### config.mk
export PLATFORM = sky130hd
export DESIGN_NAME = rs_enc_punct
export DESIGN_NICKNAME = d
export VERILOG_FILES = /design/src/rtl/rs_pkg.sv /design/src/rtl/rs_gf_mul_const.sv /design/src/rtl/rs_enc_punct.sv
export SDC_FILE = /design/constraint.sdc
export NUM_CORES = 1
export LEC_CHECK = 0
export ABC_AREA = 0
export BUFFER_PORTS_ARGS = -buffer_cell sky130_fd_sc_hd__buf_2
export CAP_MARGIN = 15
export CORE_ASPECT_RATIO = 1.2
export CORE_UTILIZATION = 57
export DETAILED_ROUTE_END_ITERATION = 8
export PLACE_DENSITY = 0.81
export SLEW_MARGIN = 10
export SYNTH_ARGS = -nofsm -noshare
export SYNTH_HDL_FRONTEND = slang
export SYNTH_SLANG_ARGS = --single-unit
### constraint.sdc
create_clock -name clk -period 2.9 [get_ports clk]
set_input_delay 0.145 -clock clk [delete_from_list [all_inputs] [get_ports clk]]
set_output_delay 0.145 -clock clk [all_outputs]
set_load 0.02 [all_outputs]
### src/rtl/rs_pkg.sv
// rtl/rs_pkg.sv - GF(2^8) constants, RS generator builder and encoder state type
package rs_pkg;

  localparam logic [7:0] GF_POLY = 8'h1D;
  localparam int RS_N = 255;
  localparam int RS_K = 239;
  localparam int RS_T = 8;

  typedef enum logic [1:0] {IDLE, DATA, PARITY} state_t;

  // Room for up to 32 parity taps plus the monic top coefficient.
  typedef logic [32:0][7:0] gen_max_t;

  function automatic logic [7:0] gf_mul(input logic [7:0] a, input logic [7:0] b);
    logic [7:0] p;
    logic [7:0] x;
    p = '0;
    x = a;
    for (int i = 0; i < 8; i++) begin
      if (b[i]) p = p ^ x;
      x = x[7] ? ((x << 1) ^ GF_POLY) : (x << 1);
    end
    return p;
  endfunction

  // g(x) = prod_{i=0}^{np-1} (x + alpha^i), coefficient i at byte i.
  function automatic gen_max_t gen_poly(input int np);
    gen_max_t g;
    logic [7:0] root;
    g    = '0;
    g[0] = 8'h01;
    root = 8'h01;
    for (int i = 0; i < np; i++) begin
      for (int j = i + 1; j > 0; j--) g[j] = g[j-1] ^ gf_mul(g[j], root);
      g[0] = gf_mul(g[0], root);
      root = gf_mul(root, 8'h02);
    end
    return g;
  endfunction

  localparam gen_max_t GEN_ALL = gen_poly(2 * RS_T);
  localparam logic [2*RS_T-1:0][7:0] GEN = GEN_ALL[2*RS_T-1:0];

endpackage

### src/rtl/rs_gf_mul_const.sv
// rtl/rs_gf_mul_const.sv - combinational GF(2^8) multiply by an elaboration-time constant
module rs_gf_mul_const
  import rs_pkg::*;
#(
  parameter logic [7:0] C = 8'h01
) (
  input  logic [7:0] a_i,
  output logic [7:0] y_o
);

  always_comb begin
    y_o = gf_mul(a_i, C);
  end

endmodule

### src/rtl/rs_enc_punct.sv
// rtl/rs_enc_punct.sv - systematic RS(255,239) encoder with runtime shortening and parity puncturing
module rs_enc_punct
  import rs_pkg::*;
#(
  parameter int T_MAX = 8,
  parameter int K_MAX = 239
) (
  input  logic       clk,
  input  logic       reset_n,
  input  logic [7:0] cfg_k,
  input  logic [3:0] cfg_t,
  output logic       cfg_err,
  input  logic       in_valid,
  output logic       in_ready,
  input  logic [7:0] in_data,
  output logic       out_valid,
  input  logic       out_ready,
  output logic [7:0] out_data,
  output logic       out_last,
  output logic       busy
);

  localparam int NP = 2 * T_MAX;
  localparam gen_max_t G = gen_poly(NP);
  localparam logic [7:0] K_MAX_B = K_MAX[7:0];
  localparam logic [3:0] T_MAX_B = 4'(T_MAX);

  state_t     state_q;
  logic [7:0] cnt_q;
  logic [3:0] t_q;
  logic [7:0] b_q [NP];
  logic       out_valid_q;
  logic [7:0] out_data_q;
  logic       out_last_q;
  logic       busy_q;

  logic [7:0] fb;
  logic [7:0] prod [NP];
  logic [7:0] feed_d [NP];
  logic [7:0] shift_d [NP];
  logic       cfg_bad;
  logic       can_load;
  logic       in_acc;

  // The first byte of a codeword sees a cleared LFSR without spending a cycle on it.
  assign fb = in_data ^ ((state_q == IDLE) ? 8'h00 : b_q[NP-1]);

  for (genvar gi = 0; gi < NP; gi++) begin : g_tap
    rs_gf_mul_const #(.C(G[gi])) u_mul (
      .a_i(fb),
      .y_o(prod[gi])
    );
  end

  always_comb begin
    feed_d[0]  = prod[0];
    shift_d[0] = 8'h00;
    for (int i = 1; i < NP; i++) begin
      feed_d[i]  = prod[i] ^ ((state_q == IDLE) ? 8'h00 : b_q[i-1]);
      shift_d[i] = b_q[i-1];
    end
  end

  always_comb begin
    cfg_bad  = (cfg_k == 8'd0) || (cfg_k > K_MAX_B) || (cfg_t > T_MAX_B);
    cfg_err  = (state_q == IDLE) && cfg_bad;
    can_load = !out_valid_q || out_ready;
    in_ready = 1'b0;
    unique case (state_q)
      IDLE:    in_ready = reset_n && !cfg_bad && can_load;
      DATA:    in_ready = can_load;
      default: in_ready = 1'b0;
    endcase
    in_acc = in_valid && in_ready;
  end

  always_ff @(posedge clk or negedge reset_n) begin
    if (!reset_n) begin
      state_q     <= IDLE;
      cnt_q       <= '0;
      t_q         <= '0;
      out_valid_q <= 1'b0;
      out_data_q  <= '0;
      out_last_q  <= 1'b0;
      busy_q      <= 1'b0;
      for (int i = 0; i < NP; i++) b_q[i] <= '0;
    end else begin
      if (out_valid_q && out_ready && out_last_q) busy_q <= 1'b0;
      if (can_load) begin
        out_valid_q <= 1'b0;
        out_last_q  <= 1'b0;
      end
      unique case (state_q)
        IDLE: begin
          if (in_acc) begin
            busy_q      <= 1'b1;
            t_q         <= cfg_t;
            b_q         <= feed_d;
            out_valid_q <= 1'b1;
            out_data_q  <= in_data;
            if (cfg_k == 8'd1) begin
              if (cfg_t == 4'd0) begin
                out_last_q <= 1'b1;
                cnt_q      <= '0;
              end else begin
                state_q <= PARITY;
                cnt_q   <= {3'b000, cfg_t, 1'b0} - 8'd1;
              end
            end else begin
              state_q <= DATA;
              cnt_q   <= cfg_k - 8'd1;
            end
          end
        end
        DATA: begin
          // cnt_q counts data bytes still to come, this one included.
          if (in_acc) begin
            b_q         <= feed_d;
            out_valid_q <= 1'b1;
            out_data_q  <= in_data;
            if (cnt_q == 8'd1) begin
              if (t_q == 4'd0) begin
                state_q    <= IDLE;
                out_last_q <= 1'b1;
                cnt_q      <= '0;
              end else begin
                state_q <= PARITY;
                cnt_q   <= {3'b000, t_q, 1'b0} - 8'd1;
              end
            end else begin
              cnt_q <= cnt_q - 8'd1;
            end
          end
        end
        PARITY: begin
          if (can_load) begin
            out_valid_q <= 1'b1;
            out_data_q  <= b_q[NP-1];
            b_q         <= shift_d;
            if (cnt_q == 8'd0) begin
              state_q    <= IDLE;
              out_last_q <= 1'b1;
            end else begin
              cnt_q <= cnt_q - 8'd1;
            end
          end
        end
        default: state_q <= IDLE;
      endcase
    end
  end

  assign out_valid = out_valid_q;
  assign out_data  = out_data_q;
  assign out_last  = out_last_q;
  assign busy      = busy_q;

endmodule

# Word-level counts from Yosys, hierarchy flattened
# Cells that the tools add are included.
[word_totals] reg_bits=153 inputBits=24 out_inout_bits=13 wordCells=183
[op_classes] add_sub_neg=4 order_cmp=2 eq_ne=12 muxes=65 bitwise=54 n_reduce_logical=23
[op_table] op="XOR 8 bit" n=47
[op_table] op="two-way mux 128 bit" n=2
[op_table] op="case mux 128 bit (2 select lines)" n=1
[op_table] op="two-way mux 8 bit" n=26
[op_table] op="two-way mux 5 bit" n=7
[op_table] op="inverter 4 bit" n=7
[op_table] op="case mux 8 bit (3 select lines)" n=1
[op_table] op="equality test 8 x 1 -> 1 bit, second input constant" n=2
[op_table] op="logical NOT 8 bit" n=2
[op_table] op="two-way mux 2 bit" n=8
[op_table] op="case mux 8 bit (2 select lines)" n=1
[op_table] op="subtractor 8 x 1 -> 8 bit, second input constant" n=2
[op_table] op="two-way mux 1 bit" n=15
[op_table] op="!= test 2 bit, second input constant" n=6
[op_table] op="subtractor 5 x 1 -> 6 bit, second input constant" n=2
[op_table] op="greater-than comparator 8 bit, second input constant" n=1
[op_table] op="logical NOT 4 bit" n=2
[op_table] op="logical AND 1 bit" n=6
[op_table] op="case mux 2 bit (3 select lines)" n=1
[op_table] op="AND reduction 6 bit" n=1
[op_table] op="AND reduction 5 bit" n=1
[op_table] op="greater-than comparator 4 bit, second input constant" n=1
[op_table] op="case mux 1 bit (2 select lines)" n=2
[op_table] op="logical OR 1 bit" n=3
[op_table] op="12 further kinds" n=13

# Logic depth before layout (Yosys ltp)
# Gate-level depths: netlist of run 1.
[depth] depth_word=21 ltp_mapped=13 ltp_nobuf=10

# Cells and area by module
# A second synthesis of run 1 with hierarchy kept.
[unflattened] hier_cells=1271 hier_area_um2=12393.1
[by_module_without_submodules] module="rs_enc_punct" instances=1 cells_per_inst=1030 area_per_inst_um2=9525.4 seq_area_each_um2=3828.7
[by_module_without_submodules] module="rs_gf_mul_const (g_tap[0].u_mul ...)" instances=2 cells_per_inst=17 area_per_inst_um2=192.7 seq_area_each_um2=0.0
[by_module_without_submodules] module="rs_gf_mul_const (g_tap[4].u_mul)" instances=1 cells_per_inst=15 area_per_inst_um2=251.5 seq_area_each_um2=0.0
[by_module_without_submodules] module="rs_gf_mul_const (g_tap[9].u_mul)" instances=1 cells_per_inst=15 area_per_inst_um2=241.5 seq_area_each_um2=0.0
[by_module_without_submodules] module="rs_gf_mul_const (g_tap[12].u_mul)" instances=1 cells_per_inst=16 area_per_inst_um2=219.0 seq_area_each_um2=0.0
[by_module_without_submodules] module="rs_gf_mul_const (g_tap[7].u_mul)" instances=1 cells_per_inst=15 area_per_inst_um2=212.7 seq_area_each_um2=0.0
[by_module_without_submodules] module="rs_gf_mul_const (g_tap[3].u_mul)" instances=1 cells_per_inst=15 area_per_inst_um2=202.7 seq_area_each_um2=0.0
[by_module_without_submodules] module="rs_gf_mul_const (g_tap[10].u_mul)" instances=1 cells_per_inst=17 area_per_inst_um2=196.4 seq_area_each_um2=0.0
[by_module_without_submodules] module="rs_gf_mul_const (g_tap[13].u_mul)" instances=1 cells_per_inst=19 area_per_inst_um2=191.4 seq_area_each_um2=0.0
[by_module_without_submodules] module="rs_gf_mul_const (g_tap[14].u_mul)" instances=1 cells_per_inst=16 area_per_inst_um2=176.4 seq_area_each_um2=0.0
[by_module_without_submodules] module="rs_gf_mul_const (g_tap[1].u_mul)" instances=1 cells_per_inst=14 area_per_inst_um2=166.4 seq_area_each_um2=0.0
[by_module_without_submodules] module="rs_gf_mul_const (g_tap[11].u_mul)" instances=1 cells_per_inst=14 area_per_inst_um2=138.9 seq_area_each_um2=0.0
[by_module_without_submodules] module="rs_gf_mul_const (g_tap[5].u_mul)" instances=1 cells_per_inst=15 area_per_inst_um2=138.9 seq_area_each_um2=0.0
[by_module_without_submodules] module="rs_gf_mul_const (g_tap[2].u_mul)" instances=1 cells_per_inst=12 area_per_inst_um2=132.6 seq_area_each_um2=0.0
[by_module_without_submodules] module="+2 rows"

# Worst setup path before layout of run 1
# Ideal clock, no wire load.
[synth_path] path_type="flip-flop to flip-flop" start="register state_q[0]" end="register b_q[98] in the netlist's numbering" setup_time_ns=0.095 arrival_time_ns=2.691 t_required_ns=2.805 setup_slack_ns=0.113 stages_incl_launch_ff=12 n_path_buf=2 synth_period_minus_slack_ns=2.787 cell_sequence="dfrtp_1 -> inv_1 -> ha_1 -> buf_4 -> buf_2 -> nor2_1 -> xnor3_1 -> xor2_1 -> xor2_1 -> mux2i_1 -> nor2_1 -> o31ai_1"
[synth_between] elab_chain_len=12 word_cells_on_any_way=28 classes_between="4 x eq/ne; 11 x mux; 8 x bitwise; 5 x reduce/logical"
[synth_rtl] element="start: declaration" line_no="rs_enc_punct.sv:28" text="state_t state_q;"
[synth_rtl] element="start signal: assignment" line_no="rs_enc_punct.sv:79" text="state_q <= IDLE;"
[synth_rtl] element="start signal: assignment" line_no="rs_enc_punct.sv:106" text="state_q <= PARITY;"
[synth_rtl] element="start signal: assignment" line_no="rs_enc_punct.sv:110" text="state_q <= DATA;"
[synth_rtl] element="logical NOT 2 bit"
[synth_rtl] element="two-way mux 8 bit" line_no="rs_enc_punct.sv:46" text="assign fb = in_data ^ ((state_q == IDLE) ? 8'h00 : b_q[NP-1]);"
[synth_rtl] element="XOR 8 bit" line_no="rs_enc_punct.sv:46"
[synth_rtl] element="two-way mux 5 bit / inverter 4 bit (equally long branches)"
[synth_rtl] element="two-way mux 5 bit" line_no="rs_pkg.sv:21" text="x = x[7] ? ((x << 1) ^ GF_POLY) : (x << 1);"
[synth_rtl] element="inverter 4 bit (no source line)"
[synth_rtl] element="two-way mux 5 bit" line_no="rs_pkg.sv:21"
[synth_rtl] element="XOR 8 bit / two-way mux 5 bit (equally long branches)"
[synth_rtl] element="XOR 8 bit" line_no="rs_pkg.sv:20" text="if (b[i]) p = p ^ x;"
[synth_rtl] element="XOR 8 bit" line_no="rs_enc_punct.sv:59" text="feed_d[i] = prod[i] ^ ((state_q == IDLE) ? 8'h00 : b_q[i-1]);"
[synth_rtl] element="two-way mux 128 bit" line_no="rs_enc_punct.sv:95, rs_enc_punct.sv:117"
[synth_rtl] element="case mux 128 bit (2 select lines)" line_no="rs_enc_punct.sv:93" text="unique case (state_q)"
[synth_rtl] element="end signal: assignment" line_no="rs_enc_punct.sv:139" text="b_q <= shift_d;"
[synth_rtl] element="end: declaration" line_no="rs_enc_punct.sv:31" text="logic [7:0] b_q [NP];"
# Parallel ways exist; a longest one is shown, timed or not. The select of a mux whose other input is x is not followed.
# A chain may end at the register's enable or synchronous reset.

# Final worst setup path of run 1
[layout_path] start="register state_q[1]" end="register b_q[95] in the netlist's numbering"
[layout_between] elab_chain_len=14 word_cells_on_any_way=28 classes_between="4 x eq/ne; 9 x mux; 10 x bitwise; 5 x reduce/logical"
[layout_rtl] element="logical NOT 2 bit"
[layout_rtl] element="two-way mux 8 bit" line_no="rs_enc_punct.sv:46"
[layout_rtl] element="XOR 8 bit" line_no="rs_enc_punct.sv:46"
[layout_rtl] element="inverter 4 bit (no source line) / two-way mux 5 bit (equally long branches)"
[layout_rtl] element="two-way mux 5 bit / inverter 4 bit (equally long branches)"
[layout_rtl] element="inverter 4 bit (no source line) / two-way mux 5 bit (equally long branches)"
[layout_rtl] element="two-way mux 5 bit / inverter 4 bit (equally long branches)"
[layout_rtl] element="inverter 4 bit (no source line) / two-way mux 5 bit (equally long branches)"
[layout_rtl] element="two-way mux 5 bit / inverter 4 bit (equally long branches)"
[layout_rtl] element="XOR 8 bit / two-way mux 5 bit (equally long branches)" line_no="rs_pkg.sv:20, rs_pkg.sv:21"
[layout_rtl] element="XOR 8 bit" line_no="rs_pkg.sv:20"
[layout_rtl] element="XOR 8 bit" line_no="rs_enc_punct.sv:59"
[layout_rtl] element="two-way mux 128 bit" line_no="rs_enc_punct.sv:95, rs_enc_punct.sv:117"
[layout_rtl] element="case mux 128 bit (2 select lines)" line_no="rs_enc_punct.sv:93"
# Parallel ways exist; a longest one is shown, timed or not. The select of a mux whose other input is x is not followed.

==> impl_metrics.json, run 1 <==
{
  "max_slew_margin_pct": 41.0,
  "cts_made_buffers": 17,
  "hold_class": "input pin to flop",
  "synthArstFlopShare_pct": 100,
  "tightestPinTransition_ns": 0.885,
  "htreeDepth": 4,
  "die_area_sq_um": 19600,
  "io_pins": 37,
  "yosysSeqAreaShare_pct": 35.3,
  "hold_slack_ns": 0.0199,
  "via_per_inst": 6.07,
  "synthTopCellsByArea": "dfrtp_1 35%, xor2_1 7.8%, xnor2_1 7.4%",
  "finalHoldViolCount": 0,
  "fp.dieH_um": 153,
  "max_cap_violations": 0,
  "hpwl_um": 20100,
  "synth_edf_count": 0,
  "outcome": "finished clean",
  "wl_per_cell_um": 19.0,
  "diodes": 0,
  "wirelength_um": 30100,
  "ys_types": 60,
  "layout.nets": 1351,
  "synthCells": 1268,
  "drt_iter0_drc": 996,
  "coreArea_sq_um": 18400,
  "grt_overflow": 0,
  "remaining_drc_errors": 0,
  "cts.sinks": 153,
  "setup_viol_count_final": 0,
  "clockBufferDepth": 2,
  "initial_core_util_pct": 59.0,
  "synth-seq-cells": 153,
  "root_buffer": "clkbuf_16",
  "grt_max_degree": 154,
  "ys_warn_count": 0,
  "syn-num-nets": 1301,
  "period_share_pct": 99.2,
  "fin_crit_ns": 2.88,
  "clk_latency_ns": 0.45,
  "rows": 54,
  "yosysTopAreaCell": "dfrtp_1",
  "rsz0062_at_grt": "yes",
  "cp_max_fo": 18,
  "fmaxAchievable_ghz": 0.348,
  "mappedNetlistArea_sq_um": 10800,
  "antenna_found_initial": 0,
  "avgSynthCellArea_sq_um": 8.55,
  "arrival_ns": 3.19,
  "first_global_vias": 9417,
  "synth_flop_cell": "dfrtp_1",
  "cts_tree": "done",
  "crit_type": "flop to flop",
  "path_clk_slew_ns": 0.07,
  "end_kind": "flop",
  "ant_nets": 0,
  "cp.required_ns": 3.22,
  "fill_cells": 1367,
  "final_cell_mix": "191 x nand2_1, 164 x nor2_1, 152 x dfrtp_1",
  "post_route_cells_drive_above_1_share_pct": 16.0,
  "num_vias": 9608,
  "drv_slew": 0,
  "io_buffers": 36,
  "grt_pass1_wl_um": 48100,
  "cp-start-kind": "flop",
  "gp_congestion": 0.883,
  "skew_ns": 0.00942,
  "netlist.area_leader.share_pct": 35.3,
  "final_common_cell": "nand2_1",
  "track_usage_pct": 31.7,
  "syn2layout_area_growth_pct": 14.3,
  "drt-pass1-iter-count": 6,
  "die_w_um": 128
}
-- synthesized netlist by cell type (all sizes together) (2+ instances only) --
master  count
inv        14
xor2      102
a211oi     16
a221oi     18
a21o        5
o311ai      2
xnor3      14
or3         3
nand3       9
or2         2
clkbuf     60
nand2     193
mux2       11
o21ai     118
mux2i      26
nor4        2
o31ai      25
nor3b       8
and2        4
a21oi      93
nand4       4
nor3       10
nand2b      2
and4        2
and3        4
dfrtp     153
buf        27
nor2b      22
o22ai      14
xnor2     112
ha          9
nor2      170
-- final cells by class --
type                            instances  area [sq um]  area share, %
Clock buffer                           20           447           3.61
Clock inverter                         12          77.6          0.626
Inverter                               14          52.6          0.424
Multi-Input combinational cell       1014          6750           54.5
Sequential cell                       153          3830           30.9
Tap cell                              252           315           2.55
Timing Repair Buffer                  118           912           7.36
-- what timing repair did --
item | in CTS | in global routing
gates resized for setup | 1 | 22
endpoints found under the hold margin | 156 | 0
hold buffers | 4 | 0
pin swaps | 0 | 5
setup buffers | 0 | 6
endpoints found under the setup margin | 1 | 30
-- sequential cells by signal (all words and copies together) (netlist names) --
name and count:
state_q 2, out_data 8, out_last 1, out_valid 1, busy 1, b_q 128
cnt_q 8, t_q 4
-- through the flow --
stage	util, %	setup WS [ns]	setup TNS [ns]	area [sq um]	cells
finish	67.4	0.0239	0	12400	1583
global placement	63.3	0.118	0	11600	1541
CTS	66.4	0.0188	0	12200	1577
floorplan	-	0.113	0	10800	1268
detailed placement	63.3	0.0213	0	11600	1541
global route	67.4	-0.0987	-0.369	12400	1583
-- routing by layer --
layer,up-vias,global-route usage (%),part of all wire [%]
met1,4626,38.8,39
li1,4371,-,-
met4,0,19.3,6.8
met5,-,0,0
met2,467,50.9,48
met3,144,6.72,6.4
-- path summary, 6_finish.rpt --
check / start / endpoint / slack [ns] / cells after the start
worst max-delay path: state_q[1] / b_q[95] / 0.02 / 11
worst min-delay path: cfg_t[2] / t_q[2] / 0.02 / 2
worst max register to register: state_q[1] / b_q[95] / 0.02 / 11
worst min register to register: b_q[122] / b_q[122] / 0.47 / 2
max in group asynchronous: reset_n / b_q[100] / 1.82 / 3
min in group asynchronous: reset_n / t_q[0] / 0.37 / 3
-- cells by family (layout without fill, tap and decap cells) --
kind of cell / after synthesis / in the layout / share of synthesized area (%)
AOI/OAI and AO/OA: 300 / 300 / 16.1
xor gates and xnor gates: 228 / 228 / 22.9
adders and majority gates: 9 / 9 / 1.04
buffers and inverters: 101 / 164 / 3.88
DFF: 153 / 153 / 35.3
muxes: 37 / 37 / 3.55
and+or+nand+nor: 440 / 440 / 17.2
-- critical path, cell delays in order, from the launching register on --
cell and delay [ns]:
dfrtp_1 0.38, inv_1 0.13, ha_4 0.19, buf_12 0.17, buf_4 0.20, nor2b_2 0.07, xnor2_2 0.26, xnor3_1 0.42
xor2_1 0.23, mux2i_1 0.21, nor2_1 0.09, o31ai_2 0.38
Power of run 1 is not shown: default switching activity piles up to over one toggle a cycle in this logic, so the estimate is an artifact.
==> run 2, diff against run 1 <==
--- a/config.mk
+++ b/config.mk
@@ -5,13 +5,14 @@
 export SDC_FILE = /design/constraint.sdc
 export NUM_CORES = 1
 export LEC_CHECK = 0
-export ABC_AREA = 0
+export ABC_AREA = 1
 export BUFFER_PORTS_ARGS = -buffer_cell sky130_fd_sc_hd__buf_2
 export CAP_MARGIN = 15
 export CORE_ASPECT_RATIO = 1.2
 export CORE_UTILIZATION = 57
 export DETAILED_ROUTE_END_ITERATION = 8
 export PLACE_DENSITY = 0.81
+export RECOVER_POWER = 50
 export SLEW_MARGIN = 10
 export SYNTH_ARGS = -nofsm -noshare
 export SYNTH_HDL_FRONTEND = slang
==> run 2 against run 1 <==
Fmax increased by 4.3%. First-iteration DRC count decreased by 12%. Hold slack improved by 0.016 ns. Synthesized area decreased by 0.20%. Die area decreased by 0.19%. Non-clock buffer count decreased by 30. Setup slack improved by 0.12 ns. Cell count increased by 14%. Highest routed layer unchanged. Critical path depth increased by 3. Routed wire length about the same.
==> impl_metrics.json, run 2 <==
{
  "wirelength_um": 30100,
  "path_clk_slew_ns": 0.07,
  "yosysMostFrequentCell": "nand2_1",
  "finalHoldViolCount": 0,
  "netlist.area_leader.share_pct": 35.4,
  "cp-start-kind": "flop",
  "rows": 54,
  "clk_latency_ns": 0.43,
  "layout.nets": 1574,
  "initial_core_util_pct": 58.8,
  "tightestPinTransition_ns": 1.33,
  "hold_class": "input pin to flop",
  "io_pins": 37,
  "syn2layout_area_growth_pct": 11.5,
  "synth_edf_count": 0,
  "largest_reg_flops": 128,
  "skew_ns": 0.00600,
  "antenna_found_initial": 0,
  "drv_slew": 0,
  "postCtsSetupBuffers": 0,
  "outcome": "finished clean",
  "clockBufferDepth": 2,
  "wl_per_cell_um": 16.7,
  "cp_max_fo": 20,
  "synth-seq-cells": 153,
  "post_route_cells_drive_above_1_share_pct": 12.7,
  "fmaxAchievable_ghz": 0.363,
  "grt_pass1_wl_um": 48800,
  "multi_input_area_sq_um": 6210,
  "remaining_drc_errors": 0,
  "grt_max_degree": 105,
  "ant_nets": 0,
  "drt_iter0_drc": 877,
  "r2r_start": "state_q[1]",
  "fill_cells": 1619,
  "cp.required_ns": 3.22,
  "track_usage_pct": 32.2,
  "synthArstFlopShare_pct": 100,
  "max_slew_margin_pct": 11.2,
  "synth_flop_cell": "dfrtp_1",
  "min-delay-start": "out_ready",
  "synthTopCellsByArea": "dfrtp_1 35%, nand2_1 19%, xor2_1 5.8%",
  "rr_worst_depth": 14,
  "crit_type": "flop to flop",
  "hpwl_um": 21600,
  "gp_congestion": 0.990,
  "drt-pass1-iter-count": 5,
  "diodes": 0,
  "register_area_sq_um": 3830,
  "root_buffer": "clkbuf_16",
  "avgSynthCellArea_sq_um": 7.19,
  "finalSetupTns_ns": 0,
  "cts_tree": "done",
  "largest_register": "b_q",
  "synth_common_cells": "553 x nand2_1, 153 x dfrtp_1, 109 x o21ai_1",
  "die_w_um": 128,
  "r2r_slack_ns": 0.14,
  "mappedNetlistArea_sq_um": 10800,
  "grt_overflow": 0,
  "coreArea_sq_um": 18400,
  "holdPathStages": 4,
  "r2r-end": "b_q[94]",
  "first_global_vias": 9439,
  "rsz0062_at_grt": "no",
  "final_common_cell": "nand2_1",
  "ys_types": 51,
  "io_buffers": 36,
  "fin_crit_ns": 2.76,
  "cts_made_buffers": 17,
  "min_to": "out_last",
  "synthCells": 1504,
  "yosysTopAreaCell": "dfrtp_1",
  "fp.dieH_um": 153,
  "setup_viol_count_final": 0,
  "end_kind": "flop",
  "cts.sinks": 153,
  "num_vias": 10000,
  "yosysSeqAreaShare_pct": 35.4,
  "via_per_inst": 5.56,
  "htreeDepth": 4,
  "arrival_ns": 3.08,
  "ys_warn_count": 0,
  "die_area_sq_um": 19500,
  "syn-num-nets": 1537,
  "period_share_pct": 95.1,
  "max_cap_violations": 0,
  "final_cell_mix": "552 x nand2_1, 153 x dfrtp_1, 109 x o21ai_1"
}
[run 2: changes by cell type in the layout (fill, tap and decap cells not counted), moves of 57 or more]
cell     change
nor2_1      -95
inv_1       +64
o21ai_1    +104
o21ai_0     -57
a21oi_1     -79
nand3_1     +92
nand2_1    +361
[run 2: cell type report]
type	count	share of cell area (%)
Tap cell	252	2.61
Sequential cell	153	31.8
Inverter	96	3.24
Timing Repair Buffer	88	5.58
Clock buffer	19	3.76
Multi-Input combinational cell	1185	51.5
Clock inverter	12	1.56
[run 2: cells by family after synthesis]
family / after synthesis / share of synthesized area (%)
mux: 1 / 0.0926
xor+xnor: 153 / 13.4
flops: 153 / 35.4
simple gates: 821 / 32.8
compound gates: 201 / 9.81
buf+inv: 166 / 7.43
fa+ha+maj: 9 / 1.04
[run 2: worst max-delay path by stage]
stage | depth (start not counted) | slack (ns) | to | startpoint
global route | 20 | 0.004 | b_q[30] | state_q[1]
floorplan | 20 | 0.55 | b_q[20] | state_q[0]
CTS | 15 | 0.01 | b_q[94] | state_q[1]
finish | 14 | 0.14 | b_q[94] | state_q[1]
detailed placement | 17 | 0.04 | b_q[5] | state_q[0]
global placement | 17 | 0.08 | b_q[5] | state_q[0]
[run 2: timing repair]
item                                    4_1_cts  5_1_grt
hold buffers                                  4        0
endpoints found under the hold margin        95        0
resized for setup                             0        7
endpoints found under the setup margin        0       44
[run 2: layer usage]
layer / track usage [%] / wire length [um] / vias to the layer above
met3: 5.08 / 2060 / 92
met2: 51.0 / 14100 / 408
met1: 42.5 / 12400 / 4669
met5: 0 / 0 / -
met4: 16.6 / 1570 / 0
li1: - / - / 4859
[run 2: per-stage QoR]
step           area (sq um)  instances  hold slack, ns  setup slack (ns)  utilization (%)
6_report              12100       1805          0.0358             0.142             65.6
5_1_grt               12100       1805          0.0830           0.00425             65.6
4_1_cts               12100       1805          0.0282            0.0135             65.6
3_5_place_dp          11400       1770           0.322            0.0390             61.9
3_3_place_gp          11400       1770           0.318            0.0821             61.9
2_1_floorplan         10800       1504          -0.151             0.553                -
[run 2: worst max-delay path, stage by stage (launching register included)]
cell,delay (ns)
dfrtp_1,0.40
inv_1,0.12
ha_4,0.21
inv_8,0.14
nand3_1,0.10
nand2_2,0.12
buf_4,0.19
nand2_2,0.11
nand2_8,0.17
xor2_1,0.40
buf_4,0.20
nand2_1,0.06
a31o_1,0.23
nand3_1,0.11
nand2_1,0.07
Power of run 2 is left out for the same reason.
==> run 3, diff against run 2 <==
--- a/config.mk
+++ b/config.mk
@@ -9,7 +9,7 @@
 export BUFFER_PORTS_ARGS = -buffer_cell sky130_fd_sc_hd__buf_2
 export CAP_MARGIN = 15
 export CORE_ASPECT_RATIO = 1.2
-export CORE_UTILIZATION = 57
+export CORE_UTILIZATION = 60
 export DETAILED_ROUTE_END_ITERATION = 8
 export PLACE_DENSITY = 0.81
 export RECOVER_POWER = 50
==> constraint.sdc (replaced) <==
create_clock -name clk -period 3.1 [get_ports clk]
set_input_delay 0.155 -clock clk [delete_from_list [all_inputs] [get_ports clk]]
set_output_delay 0.155 -clock clk [all_outputs]
set_load 0.02 [all_outputs]
==> run 3 against run 2 <==
Cell area shrank 2.3%. Setup slack better by 0.052 ns. Register-to-register slack improved by 0.05 ns. Via count about the same. Highest routed layer unchanged.
==> impl_metrics.json, run 3 (same netlist as run 2, synthesis figures left out) <==
{
  "startpoint": "state_q[1]",
  "skew_ns": 0.0151,
  "syn2layout_area_growth_pct": 8.94,
  "first_global_vias": 9431,
  "hold_class": "input pin to flop",
  "wirelength_um": 30400,
  "min_to": "out_last",
  "finalSetupTns_ns": 0,
  "cts_made_buffers": 17,
  "drt-pass1-iter-count": 7,
  "cp-start-kind": "flop",
  "hpwl_um": 21900,
  "fin_crit_ns": 2.91,
  "die_w_um": 125,
  "num_vias": 10000,
  "post_route_cells_drive_above_1_share_pct": 11.9,
  "outcome": "finished clean",
  "arrival_ns": 3.24,
  "io_buffers": 36,
  "final_common_cell": "nand2_1",
  "gp_congestion": 0.998,
  "r2r-end": "b_q[53]",
  "ant_nets": 0,
  "wl_per_cell_um": 17.2,
  "setup_viol_count_final": 0,
  "fill_cells": 1561,
  "cp_max_fo": 20,
  "r2r_start": "state_q[1]",
  "r2r_slack_ns": 0.19,
  "finalHoldViolCount": 0,
  "cp.required_ns": 3.43,
  "fp.dieH_um": 149,
  "largest_register": "b_q",
  "clk_latency_ns": 0.44,
  "io_pins": 37,
  "end_kind": "flop",
  "holdPathStages": 4,
  "cts_tree": "done",
  "htreeDepth": 4,
  "grt_pass1_wl_um": 49200,
  "rows": 53,
  "initial_core_util_pct": 61.5,
  "layout.nets": 1560,
  "rr_worst_depth": 18,
  "min-delay-start": "out_ready",
  "period_share_pct": 93.7,
  "coreArea_sq_um": 17600,
  "grt_overflow": 0,
  "max_slew_margin_pct": 1.22,
  "wl_met2_um": 14200,
  "fmaxAchievable_ghz": 0.344,
  "via_per_inst": 5.70,
  "top_layer": "met4",
  "max_cap_violations": 0,
  "postCtsSetupBuffers": 0,
  "diodes": 0,
  "path_clk_slew_ns": 0.07,
  "remaining_drc_errors": 0,
  "antenna_found_initial": 0,
  "tightestPinTransition_ns": 1.48,
  "drt_iter0_drc": 896,
  "crit_type": "flop to flop",
  "wl_met1_um": 12300,
  "rsz0062_at_grt": "no",
  "drv_slew": 0,
  "largest_reg_flops": 128,
  "grt_max_degree": 109,
  "clockBufferDepth": 2,
  "final_cell_mix": "553 x nand2_1, 153 x dfrtp_1, 109 x o21ai_1",
  "cts.sinks": 153,
  "die_area_sq_um": 18600,
  "root_buffer": "clkbuf_16",
  "track_usage_pct": 34.0,
  "wl_met3_um": 2150
}
[run 3: cell types whose count changed in the layout (fill, tap and decap cells not counted), sizes merged]
cell      change
clkinvlp      +3
clkinv        +2
bufinv        -4
clkbuf        -4
buf          -12
inv           +2
[run 3: how the worst max path moves through the flow]
stage | end | slack (ns) | cells after the start
detailed placement | b_q[23] | 0.18 | 19
global route | b_q[53] | 0.01 | 18
global placement | b_q[85] | 0.17 | 17
finish | b_q[53] | 0.19 | 18
CTS | b_q[85] | 0.15 | 17
floorplan | b_q[20] | 0.75 | 20
[run 3: worst max-delay path: stages (launching register included)]
cell      delay, ns
dfrtp_1        0.43
inv_1          0.14
ha_2           0.28
inv_8          0.10
nand2_1        0.07
nand2_1        0.06
nand2_2        0.16
clkinv_2       0.20
nand2_1        0.14
nand2_2        0.14
nand2_1        0.14
nand2_4        0.11
nand2_2        0.09
nand2_4        0.10
inv_2          0.14
xor2_1         0.25
nand3_1        0.10
nand3_1        0.10
nand2_1        0.05
[run 3: stage by stage]
stage | worst slack, ns | std cells | util [%] | hold slack, ns | area (sq um)
after CTS | 0.147 | 1760 | 67.1 | 0.0360 | 11800
after floorplan | 0.753 | 1504 | - | -0.141 | 10800
final | 0.194 | 1760 | 67.0 | 0.0423 | 11800
after global routing | 0.0133 | 1760 | 67.0 | 0.105 | 11800
after global placement | 0.169 | 1724 | 63.7 | 0.298 | 11200
after detailed placement | 0.182 | 1724 | 63.7 | 0.300 | 11200
[run 3: repair_timing]
action | CTS | global route
gates resized for setup | 0 | 3
endpoints found under the setup margin | 0 | 12
hold buffers | 4 | 0
endpoints found under the hold margin | 89 | 0
[run 3: area by class of cell]
| type | instances | area (sq um) | share of cell area [%] |
|---|---|---|---|
| clock buffer | 17 | 425 | 3.61 |
| clock inverter | 15 | 136 | 1.16 |
| inverter | 96 | 388 | 3.29 |
| multi-input combinational | 1185 | 6200 | 52.6 |
| sequential | 153 | 3830 | 32.5 |
| tap | 220 | 275 | 2.34 |
| timing repair buffer | 74 | 531 | 4.50 |
[run 3: metal layers]
| layer | track usage, % | vias to the layer above |
|---|---|---|
| met5 | 0 | - |
| met4 | 19.6 | 0 |
| met2 | 55.2 | 431 |
| met1 | 43.4 | 4652 |
| li1 | - | 4838 |
| met3 | 5.34 | 103 |
Power of run 3 is left out for the same reason.
